$ cat config.mk
export PLATFORM = sky130hd
export DESIGN_NAME = layer_sequencer_flat
export DESIGN_NICKNAME = d
export VERILOG_FILES = /design/src/rtl/layer_sequencer_if.sv /design/src/rtl/layer_sequencer.sv /design/src/flat_wrapper.sv
export SDC_FILE = /design/constraint.sdc
export NUM_CORES = 1
export LEC_CHECK = 0
export BUFFER_PORTS_ARGS = -buffer_cell sky130_fd_sc_hd__buf_2
export CORE_AREA = 2 2 39 41
export CTS_BUF_LIST = sky130_fd_sc_hd__clkbuf_4
export CTS_CLUSTER_DIAMETER = 200
export DETAILED_ROUTE_END_ITERATION = 8
export DIE_AREA = 0 0 41 43
export PLACE_DENSITY = 0.7
export SLEW_MARGIN = 40
export SYNTH_ARGS = -nofsm -noshare
export SYNTH_HDL_FRONTEND = slang
export SYNTH_SLANG_ARGS = --single-unit
$ cat constraint.sdc
create_clock -name clk -period 1.3 [get_ports clk]
set_clock_uncertainty 0.1 [all_clocks]
set_input_delay 0.26 -clock clk [delete_from_list [all_inputs] [get_ports clk]]
set_output_delay 0.26 -clock clk [all_outputs]
set_load 0.01 [all_outputs]
$ cat src/rtl/layer_sequencer_if.sv
// Handshake bundle between the host/datapath side (master) and the layer sequencer (slave).
// Carries start, the datapath valid, and all sequencing outputs.
interface layer_sequencer_if;
    logic       start;
    logic       layer_valid;
    logic       layer_load;
    logic [3:0] cs_layer;
    logic       is_affine;
    logic       buf_sel;
    logic       capture;
    logic       busy;
    logic       done;
    logic       err;

    modport master (
        output start, layer_valid,
        input  layer_load, cs_layer, is_affine, buf_sel, capture, busy, done, err
    );

    modport slave (
        input  start, layer_valid,
        output layer_load, cs_layer, is_affine, buf_sel, capture, busy, done, err
    );
endinterface

$ cat src/rtl/layer_sequencer.sv
// Layer scheduler for the shared conv/affine datapath: load, wait for valid, capture, advance.
// Optional WAIT watchdog with sticky error state enabled by `define LAYER_SEQ_WATCHDOG_EN.
module layer_sequencer #(
    parameter int NUM_LAYERS  = 4,
    parameter int MIN_WAIT    = 2
`ifdef LAYER_SEQ_WATCHDOG_EN
    , parameter int WDOG_CYCLES = 65535
`endif
) (
    input  logic              clk,
    input  logic              rst_n,
    layer_sequencer_if.slave  bus
);

    typedef enum logic [2:0] {
        S_IDLE,
        S_LOAD,
        S_WAIT,
        S_CAPT,
        S_NEXT,
        S_FINI
`ifdef LAYER_SEQ_WATCHDOG_EN
        , S_ERR
`endif
    } state_t;

    localparam logic [3:0] LAST_LAYER = 4'(NUM_LAYERS - 1);
    localparam int         WCW        = $clog2(MIN_WAIT + 1);
    localparam logic [WCW-1:0] WAIT_MAX  = '1;
    // wait_cnt counts WAIT cycles already spent, so the current WAIT cycle is
    // wait_cnt+1 cycles after load; valid counts once that reaches MIN_WAIT.
    localparam logic [WCW-1:0] WAIT_GATE = WCW'(MIN_WAIT - 1);

    state_t         state;
    state_t         state_next;
    logic [3:0]     cs_layer;
    logic           buf_sel;
    logic [WCW-1:0] wait_cnt;
    logic           valid_ok;
    logic           run_start;

    assign valid_ok = (state == S_WAIT) && (wait_cnt >= WAIT_GATE) && bus.layer_valid;

`ifdef LAYER_SEQ_WATCHDOG_EN
    localparam logic [15:0] WDOG_LAST = 16'(WDOG_CYCLES - 1);

    logic [15:0] wdog_cnt;
    logic        wdog_hit;

    assign wdog_hit  = (state == S_WAIT) && !valid_ok && (wdog_cnt >= WDOG_LAST);
    assign run_start = bus.start && ((state == S_IDLE) || (state == S_ERR));

    always_ff @(posedge clk or negedge rst_n) begin
        if (!rst_n) begin
            wdog_cnt <= '0;
        end else if (state == S_LOAD) begin
            wdog_cnt <= '0;
        end else if ((state == S_WAIT) && (wdog_cnt != 16'hFFFF)) begin
            wdog_cnt <= wdog_cnt + 16'd1;
        end
    end
`else
    assign run_start = bus.start && (state == S_IDLE);
`endif

    // NOTE: sequential state uses non-blocking assignments so every flop samples pre-edge values.
    always_ff @(posedge clk or negedge rst_n) begin
        if (!rst_n) begin
            state <= S_IDLE;
        end else begin
            state <= state_next;
        end
    end

    // NOTE: state_next gets its default before the case so no path leaves it unassigned (no latch).
    always_comb begin
        state_next = state;
        case (state)
            S_IDLE: if (run_start) state_next = S_LOAD;
            S_LOAD: state_next = S_WAIT;
            S_WAIT: begin
                if (valid_ok) begin
                    state_next = S_CAPT;
                end
`ifdef LAYER_SEQ_WATCHDOG_EN
                else if (wdog_hit) begin
                    state_next = S_ERR;
                end
`endif
            end
            S_CAPT: state_next = (cs_layer == LAST_LAYER) ? S_FINI : S_NEXT;
            S_NEXT: state_next = S_LOAD;
            S_FINI: state_next = S_IDLE;
`ifdef LAYER_SEQ_WATCHDOG_EN
            S_ERR:  if (run_start) state_next = S_LOAD;
`endif
            default: state_next = S_IDLE;
        endcase
    end

    always_ff @(posedge clk or negedge rst_n) begin
        if (!rst_n) begin
            cs_layer <= '0;
            buf_sel  <= 1'b0;
            wait_cnt <= '0;
        end else begin
            if (run_start) begin
                cs_layer <= '0;
                buf_sel  <= 1'b0;
            end
            if (state == S_LOAD) begin
                wait_cnt <= '0;
            end else if ((state == S_WAIT) && (wait_cnt != WAIT_MAX)) begin
                wait_cnt <= wait_cnt + 1'b1;
            end
            // NEXT is only reachable below the last layer, so no wrap check is needed.
            if (state == S_NEXT) begin
                cs_layer <= cs_layer + 4'd1;
                buf_sel  <= ~buf_sel;
            end
        end
    end

    assign bus.layer_load = (state == S_LOAD);
    assign bus.capture    = (state == S_CAPT);
    assign bus.done       = (state == S_FINI);
    assign bus.busy       = (state != S_IDLE);
    assign bus.cs_layer   = cs_layer;
    assign bus.is_affine  = (cs_layer == LAST_LAYER);
    assign bus.buf_sel    = buf_sel;
`ifdef LAYER_SEQ_WATCHDOG_EN
    assign bus.err        = (state == S_ERR);
`else
    assign bus.err        = 1'b0;
`endif

endmodule

$ cat src/flat_wrapper.sv
// flat-port wrapper written by rule: the top's interface ports become plain ports
module layer_sequencer_flat 
#(
    parameter int NUM_LAYERS  = 4,
    parameter int MIN_WAIT    = 2

)
  (clk, rst_n, bus_start, bus_layer_valid, bus_layer_load, bus_cs_layer, bus_is_affine, bus_buf_sel, bus_capture, bus_busy, bus_done, bus_err);
  layer_sequencer_if bus_i ();
  input  logic clk;
  input  logic rst_n;
  input wire logic [$bits(bus_i.start)-1:0] bus_start;
  input wire logic [$bits(bus_i.layer_valid)-1:0] bus_layer_valid;
  output wire logic [$bits(bus_i.layer_load)-1:0] bus_layer_load;
  output wire logic [$bits(bus_i.cs_layer)-1:0] bus_cs_layer;
  output wire logic [$bits(bus_i.is_affine)-1:0] bus_is_affine;
  output wire logic [$bits(bus_i.buf_sel)-1:0] bus_buf_sel;
  output wire logic [$bits(bus_i.capture)-1:0] bus_capture;
  output wire logic [$bits(bus_i.busy)-1:0] bus_busy;
  output wire logic [$bits(bus_i.done)-1:0] bus_done;
  output wire logic [$bits(bus_i.err)-1:0] bus_err;
  assign bus_i.start = bus_start;
  assign bus_i.layer_valid = bus_layer_valid;
  assign bus_layer_load = bus_i.layer_load;
  assign bus_cs_layer = bus_i.cs_layer;
  assign bus_is_affine = bus_i.is_affine;
  assign bus_buf_sel = bus_i.buf_sel;
  assign bus_capture = bus_i.capture;
  assign bus_busy = bus_i.busy;
  assign bus_done = bus_i.done;
  assign bus_err = bus_i.err;
  layer_sequencer #(.NUM_LAYERS(NUM_LAYERS), .MIN_WAIT(MIN_WAIT)) u_core (.clk(clk), .rst_n(rst_n), .bus(bus_i));
endmodule
==> impl_metrics.env, run 1 <==
export IMPL_firstDrtPassIters=4
export IMPL_numPortBuffers=13
export IMPL_syn_area_um2=578
export IMPL_worstReg2RegEnd="u_core.bus.cs_layer[2]$_DFFE_PN0P_"
export IMPL_ys_ff_latch=10
export IMPL_yosys_warnings=0
export IMPL_cts_max_level=1
export IMPL_num_rows=14
export IMPL_grt_pass1_wl_mm=2.62
export IMPL_area_delta_synth_final_pct=76.6
export IMPL_hp_start="bus_layer_valid"
export IMPL_path_clk_slew_ns=0.06
export IMPL_first_global_vias=580
export IMPL_final_cell_mix="buf_4 (21), buf_2 (11), buf_6 (10)"
export IMPL_hold_viol=0
export IMPL_drc=0
export IMPL_post_dp_hpwl_um=925
export IMPL_worstPathArrival_ns=1.20
export IMPL_ff2ff_setup_slack_ns=-0.14
export IMPL_rsz0062_at_grt="true"
export IMPL_viasPerCell=5.10
export IMPL_ys_seq_area_frac=0.433
export IMPL_drive_gt1_frac=0.687
export IMPL_syn_nets=63
export IMPL_endpoint_kind="output port"
export IMPL_grt_max_degree=11
export IMPL_route_vias_total=586
export IMPL_antenna_found_initial=0
export IMPL_finalCriticalPeriod_ns=1.56
export IMPL_power_leakage_uw=0.000496
export IMPL_die_h_um=43
export IMPL_syn_inst=56
export IMPL_cellPowerDensity_mw_per_mm2=2270
export IMPL_place_congestion=0.706
export IMPL_ir_worst_vdd_mv=1.25
export IMPL_clockRootBuffer="clkbuf_4"
export IMPL_min_path_type="in -> reg"
export IMPL_final_cells=115
export IMPL_drt_total_wl_mm=1.71
export IMPL_cts_tree="yes"
export IMPL_post_route_period_util=1.20
export IMPL_setup_viol=15
export IMPL_place_area_um2=732
export IMPL_hold_ws_ns=0.178
export IMPL_power_total_uw=2320
export IMPL_synth_distinct_cells=28
export IMPL_core_mm2=0.00138
export IMPL_reg2reg_depth=5
export IMPL_dieArea_mm2=0.00176
export IMPL_dp_cells=93
export IMPL_violations="setup timing"
export IMPL_final_util=0.738
export IMPL_hold_path_cell_count=3
export IMPL_die_w_um=41
export IMPL_avgSynthCellArea_um2=10.3
export IMPL_start_util=0.418
export IMPL_clockBufferDepth=2
export IMPL_n_antenna_cell=0
export IMPL_outcome="finished with violations"
export IMPL_whs_endpoint="u_core.state[0]$_DFFE_PN0P_"
export IMPL_worstReg2RegStart="u_core.bus.cs_layer[1]$_DFFE_PN0P_"
export IMPL_fmax_mhz=641
export IMPL_final_common_cell="buf_4"
export IMPL_fin_ws_ns=-0.261
export IMPL_drt_iter0_drc=8
export IMPL_clkSinkCount=10
export IMPL_critical_path_class="reg -> out"
export IMPL_cap_violations=0
export IMPL_worstSkewPairLatency_ns=0.28
export IMPL_cts_buffers=3
export IMPL_nNetsFinal=107
export IMPL_critical_path_required_ns=0.94
export IMPL_fin_area_mm2=0.00102
export IMPL_overflow=0
export IMPL_finalMaxSlewViolations=0
export IMPL_startpoint_type="register"
export IMPL_ant_nets=0
export IMPL_wl_per_cell_um=14.9
export IMPL_ios=15
export IMPL_crit_fanout=3
export IMPL_track_usage=0.225
[what timing repair did]
action                                  in CTS  in global routing
resized for setup                           20                 15
pin swaps                                   10                  9
hold endpoints to repair                    10                  0
buffers inserted                            13                  6
endpoints found under the setup margin      11                 17
hold buffers                                 1                  0
[worst max-delay path by stage]
stage	depth (start not counted)	endpoint	startpoint
5_1_grt	2	bus_busy	u_core.state[0]$_DFFE_PN0P_
4_1_cts	2	bus_busy	u_core.state[0]$_DFFE_PN0P_
6_report	2	bus_busy	u_core.state[0]$_DFFE_PN0P_
3_5_place_dp	4	u_core.bus.cs_layer[2]$_DFFE_PN0P_	u_core.bus.cs_layer[0]$_DFFE_PN0P_
2_1_floorplan	4	u_core.bus.cs_layer[2]$_DFFE_PN0P_	u_core.bus.cs_layer[0]$_DFFE_PN0P_
3_3_place_gp	4	u_core.bus.cs_layer[2]$_DFFE_PN0P_	u_core.bus.cs_layer[0]$_DFFE_PN0P_
[worst max-delay path, stage by stage (launching register included)]
cell	delay [ns]
dfrtp_2	0.42
or3_1	0.37
buf_2	0.15
[registers in the layout, indices dropped and copies added (netlist names)]
register / cells
u_core.bus.buf_sel: 1
u_core.bus.cs_layer: 4
u_core.state: 3
u_core.wait_cnt: 2
[synth_stat cells, drive strengths merged]
master   instances  area, um^2
or4b             1        10.0
nand3            1        5.00
dfrtp           10         250
nand2b           3        26.3
nor3b            2        15.0
a22o             2        17.5
buf              3        22.5
nor3             2        10.0
a32o             1        10.0
ha               3        37.5
o31a             1        8.76
a22oi            1        7.51
conb             1        3.75
xnor2            1        8.76
nor2             5        26.3
clkbuf           1        3.75
o21a             1        7.51
or3              1        6.26
nand2            1        3.75
o21ai            4        20.0
o32a             1        10.0
inv              5        18.8
o2bb2ai          2        17.5
mux2i            2        20.0
mux2             1        11.3
[area by class of cell]
| cell class | count | area, um^2 |
|---|---|---|
| clock buffer | 3 | 22.5 |
| clock inverter | 1 | 3.75 |
| fill | 92 | 363 |
| inverter | 5 | 21.3 |
| multi-input combinational | 37 | 363 |
| sequential | 10 | 255 |
| tap | 16 | 20.0 |
| timing repair buffer | 43 | 335 |
[cell families after synthesis]
| logic type | synth area share |
|---|---|
| and+or+nand+nor | 0.177 |
| AOI/OAI and AO/OA | 0.171 |
| DFF | 0.433 |
| buffers and inverters | 0.0779 |
| adders and majority gates | 0.0649 |
| muxes | 0.0541 |
| other | 0.00649 |
| xor gates and xnor gates | 0.0152 |
[routing by layer]
metal  vias up  global-route usage  routed length (um)
li1        284                   -                   -
met1       284               0.296                 749
met2        14               0.350                 873
met3         4              0.0471                  64
met4         0              0.0800                  23
met5         -                   0                   0
[per-stage QoR]
| stage | setup slack [ns] | TNS (ns) |
|---|---|---|
| 2_1_floorplan | -0.0875 | -0.0942 |
| 3_5_place_dp | -0.0676 | -0.111 |
| 4_1_cts | -0.242 | -2.08 |
| 6_report | -0.261 | -1.67 |
| 3_3_place_gp | -0.0335 | -0.0335 |
| 5_1_grt | -0.298 | -2.20 |
[power breakdown]
group | switching (uW) | total [uW] | internal, uW
Clock | 123 | 234 | 111
Sequential | 86.0 | 500 | 414
Combinational | 693 | 1590 | 895
No activity file was read; power rests on OpenSTA's default activity.
==> inputs of run 2 (changes only) <==
--- a/config.mk
+++ b/config.mk
@@ -11,7 +11,7 @@
 export CTS_CLUSTER_DIAMETER = 200
 export DETAILED_ROUTE_END_ITERATION = 8
 export DIE_AREA = 0 0 41 43
-export PLACE_DENSITY = 0.7
+export PLACE_DENSITY = 0.68
 export SLEW_MARGIN = 40
 export SYNTH_ARGS = -nofsm -noshare
 export SYNTH_HDL_FRONTEND = slang
==> constraint.sdc (replaced) <==
create_clock -name clk -period 1.7 [get_ports clk]
set_clock_uncertainty 0.1 [all_clocks]
set_input_delay 0.34 -clock clk [delete_from_list [all_inputs] [get_ports clk]]
set_output_delay 0.34 -clock clk [all_outputs]
set_load 0.01 [all_outputs]
==> impl_metrics.env, run 2 (synthesis gave the netlist of run 1 again) <==
export IMPL_ios=15
export IMPL_grt_pass1_wl_mm=1.80
export IMPL_finalMaxSlewViolations=0
export IMPL_setup_viol=0
export IMPL_outcome="complete, no violations"
export IMPL_die_w_um=41
export IMPL_final_cell_mix="buf_2 (13), buf_4 (8), dfrtp_1 (8)"
export IMPL_clockBufferDepth=2
export IMPL_fin_area_um2=759
export IMPL_first_global_vias=437
export IMPL_worstSkewPairLatency_ns=0.26
export IMPL_clkSinkCount=10
export IMPL_firstDrtPassIters=2
export IMPL_top_register="u_core.bus.cs_layer"
export IMPL_critical_path_required_ns=1.26
export IMPL_post_route_period_util=0.982
export IMPL_post_dp_hpwl_um=815
export IMPL_fillerInstances=137
export IMPL_place_congestion=0.717
export IMPL_finalCriticalPeriod_ns=1.67
export IMPL_cellPowerDensity_mw_per_mm2=1590
export IMPL_ant_nets=0
export IMPL_place_area_um2=659
export IMPL_cts_max_level=1
export IMPL_cap_violations=0
export IMPL_intPower_uw=731
export IMPL_nNetsFinal=86
export IMPL_area_delta_synth_final_pct=31.4
export IMPL_final_common_cell="buf_2"
export IMPL_die_h_um=43
export IMPL_wl_per_cell_um=12.0
export IMPL_numPortBuffers=13
export IMPL_p_sw_uw=478
export IMPL_critical_path_class="reg -> out"
export IMPL_dieArea_mm2=0.00176
export IMPL_power_leakage_uw=0.000372
export IMPL_ir_worst_vdd_mv=0.806
export IMPL_antenna_found_initial=0
export IMPL_p_seq_frac=0.332
export IMPL_p_clk_frac=0.137
export IMPL_reg_top3="u_core.bus.cs_layer (4), u_core.state (3), u_core.wait_cnt (2)"
export IMPL_overflow=0
export IMPL_drt_iter0_drc=2
export IMPL_startpoint_type="register"
export IMPL_dp_slack_ns=0.214
export IMPL_num_rows=14
export IMPL_rsz0062_at_grt="true"
export IMPL_largest_reg_flops=4
export IMPL_n_antenna_cell=0
export IMPL_drive_gt1_frac=0.423
export IMPL_path_clk_slew_ns=0.07
export IMPL_viasPerCell=5.16
export IMPL_min_path_type="in -> reg"
export IMPL_fin_ws_ns=0.0308
export IMPL_comb_power_share=0.531
export IMPL_core_mm2=0.00138
export IMPL_crit_fanout=6
export IMPL_endpoint_kind="output port"
export IMPL_start_util=0.418
export IMPL_cts_buffers=3
export IMPL_grt_max_degree=11
export IMPL_worstPathArrival_ns=1.23
export IMPL_hold_viol=0
export IMPL_drc=0
export IMPL_final_util=0.549
export IMPL_finalSetupTns_ns=0
export IMPL_fmax_mhz=599
export IMPL_track_usage=0.155
export IMPL_route_vias_total=485
export IMPL_swShare=0.395
export IMPL_cts_tree="yes"
export IMPL_drt_total_wl_mm=1.13
export IMPL_clockRootBuffer="clkbuf_4"
run 2: cell count changes in the layout (fill, tap and decap cells not counted), sizes merged:
| cell | previous run | this run |
|---|---|---|
| buf | 42 | 21 |
run 2: area by class of cell:
class                           instances  area (um^2)  area share
Clock buffer                            3         22.5      0.0297
Clock inverter                          1         3.75     0.00494
Inverter                                5         18.8      0.0247
Multi-Input combinational cell         37          307       0.404
Sequential cell                        10          253       0.333
Tap cell                               16         20.0      0.0264
Timing Repair Buffer                   22          135       0.178
run 2: final timing paths:
kind                            slack [ns]  cells after the start                                 end                      startpoint
worst max-delay path                  0.03                      2                            bus_busy     u_core.state[1]$_DFFE_PN0P_
max in group asynchronous             0.93                      2         u_core.state[0]$_DFFE_PN0P_                           rst_n
worst max register to register        0.19                      4  u_core.bus.cs_layer[2]$_DFFE_PN0P_     u_core.state[1]$_DFFE_PN0P_
min in group asynchronous             0.36                      2  u_core.bus.cs_layer[2]$_DFFE_PN0P_                           rst_n
worst min register to register        0.37                      1      u_core.bus.buf_sel$_DFFE_PN0P_  u_core.bus.buf_sel$_DFFE_PN0P_
worst min-delay path                  0.26                      3         u_core.state[0]$_DFFE_PN0P_                 bus_layer_valid
run 2: timing repair:
| item | in CTS | in global routing |
|---|---|---|
| gates resized for setup | 3 | 4 |
| buffers inserted | 2 | 3 |
| pin swaps | 0 | 0 |
| hold endpoints to repair | 10 | 0 |
| endpoints found under the setup margin | 3 | 4 |
| hold buffers | 1 | 0 |
run 2: metrics by stage:
step,std cells,hold WS (ns),power (uW)
6_report,94,0.261,1210
2_1_floorplan,56,-0.0556,806
3_3_place_gp,84,0.109,946
5_1_grt,94,0.293,1320
4_1_cts,91,0.255,1170
3_5_place_dp,84,0.114,958
run 2: routing by layer:
layer / track usage / vias up / part of all wire
met5: 0 / - / 0
met4: 0.100 / 0 / 0.016
met3: 0.0314 / 2 / 0.049
met2: 0.225 / 12 / 0.46
met1: 0.201 / 230 / 0.48
li1: - / 241 / -
run 2: critical path: stages, from the launching register on:
cell     delay (ns)
dfrtp_2        0.44
or3_1          0.38
buf_2          0.15
run 2: power groups by stage:
stage	Combinational, uW	Sequential (uW)	Clock [uW]
floorplan	431	375	0
global placement	536	410	0
detailed placement	541	417	0
CTS	586	410	172
global route	726	413	181
finish	643	401	166
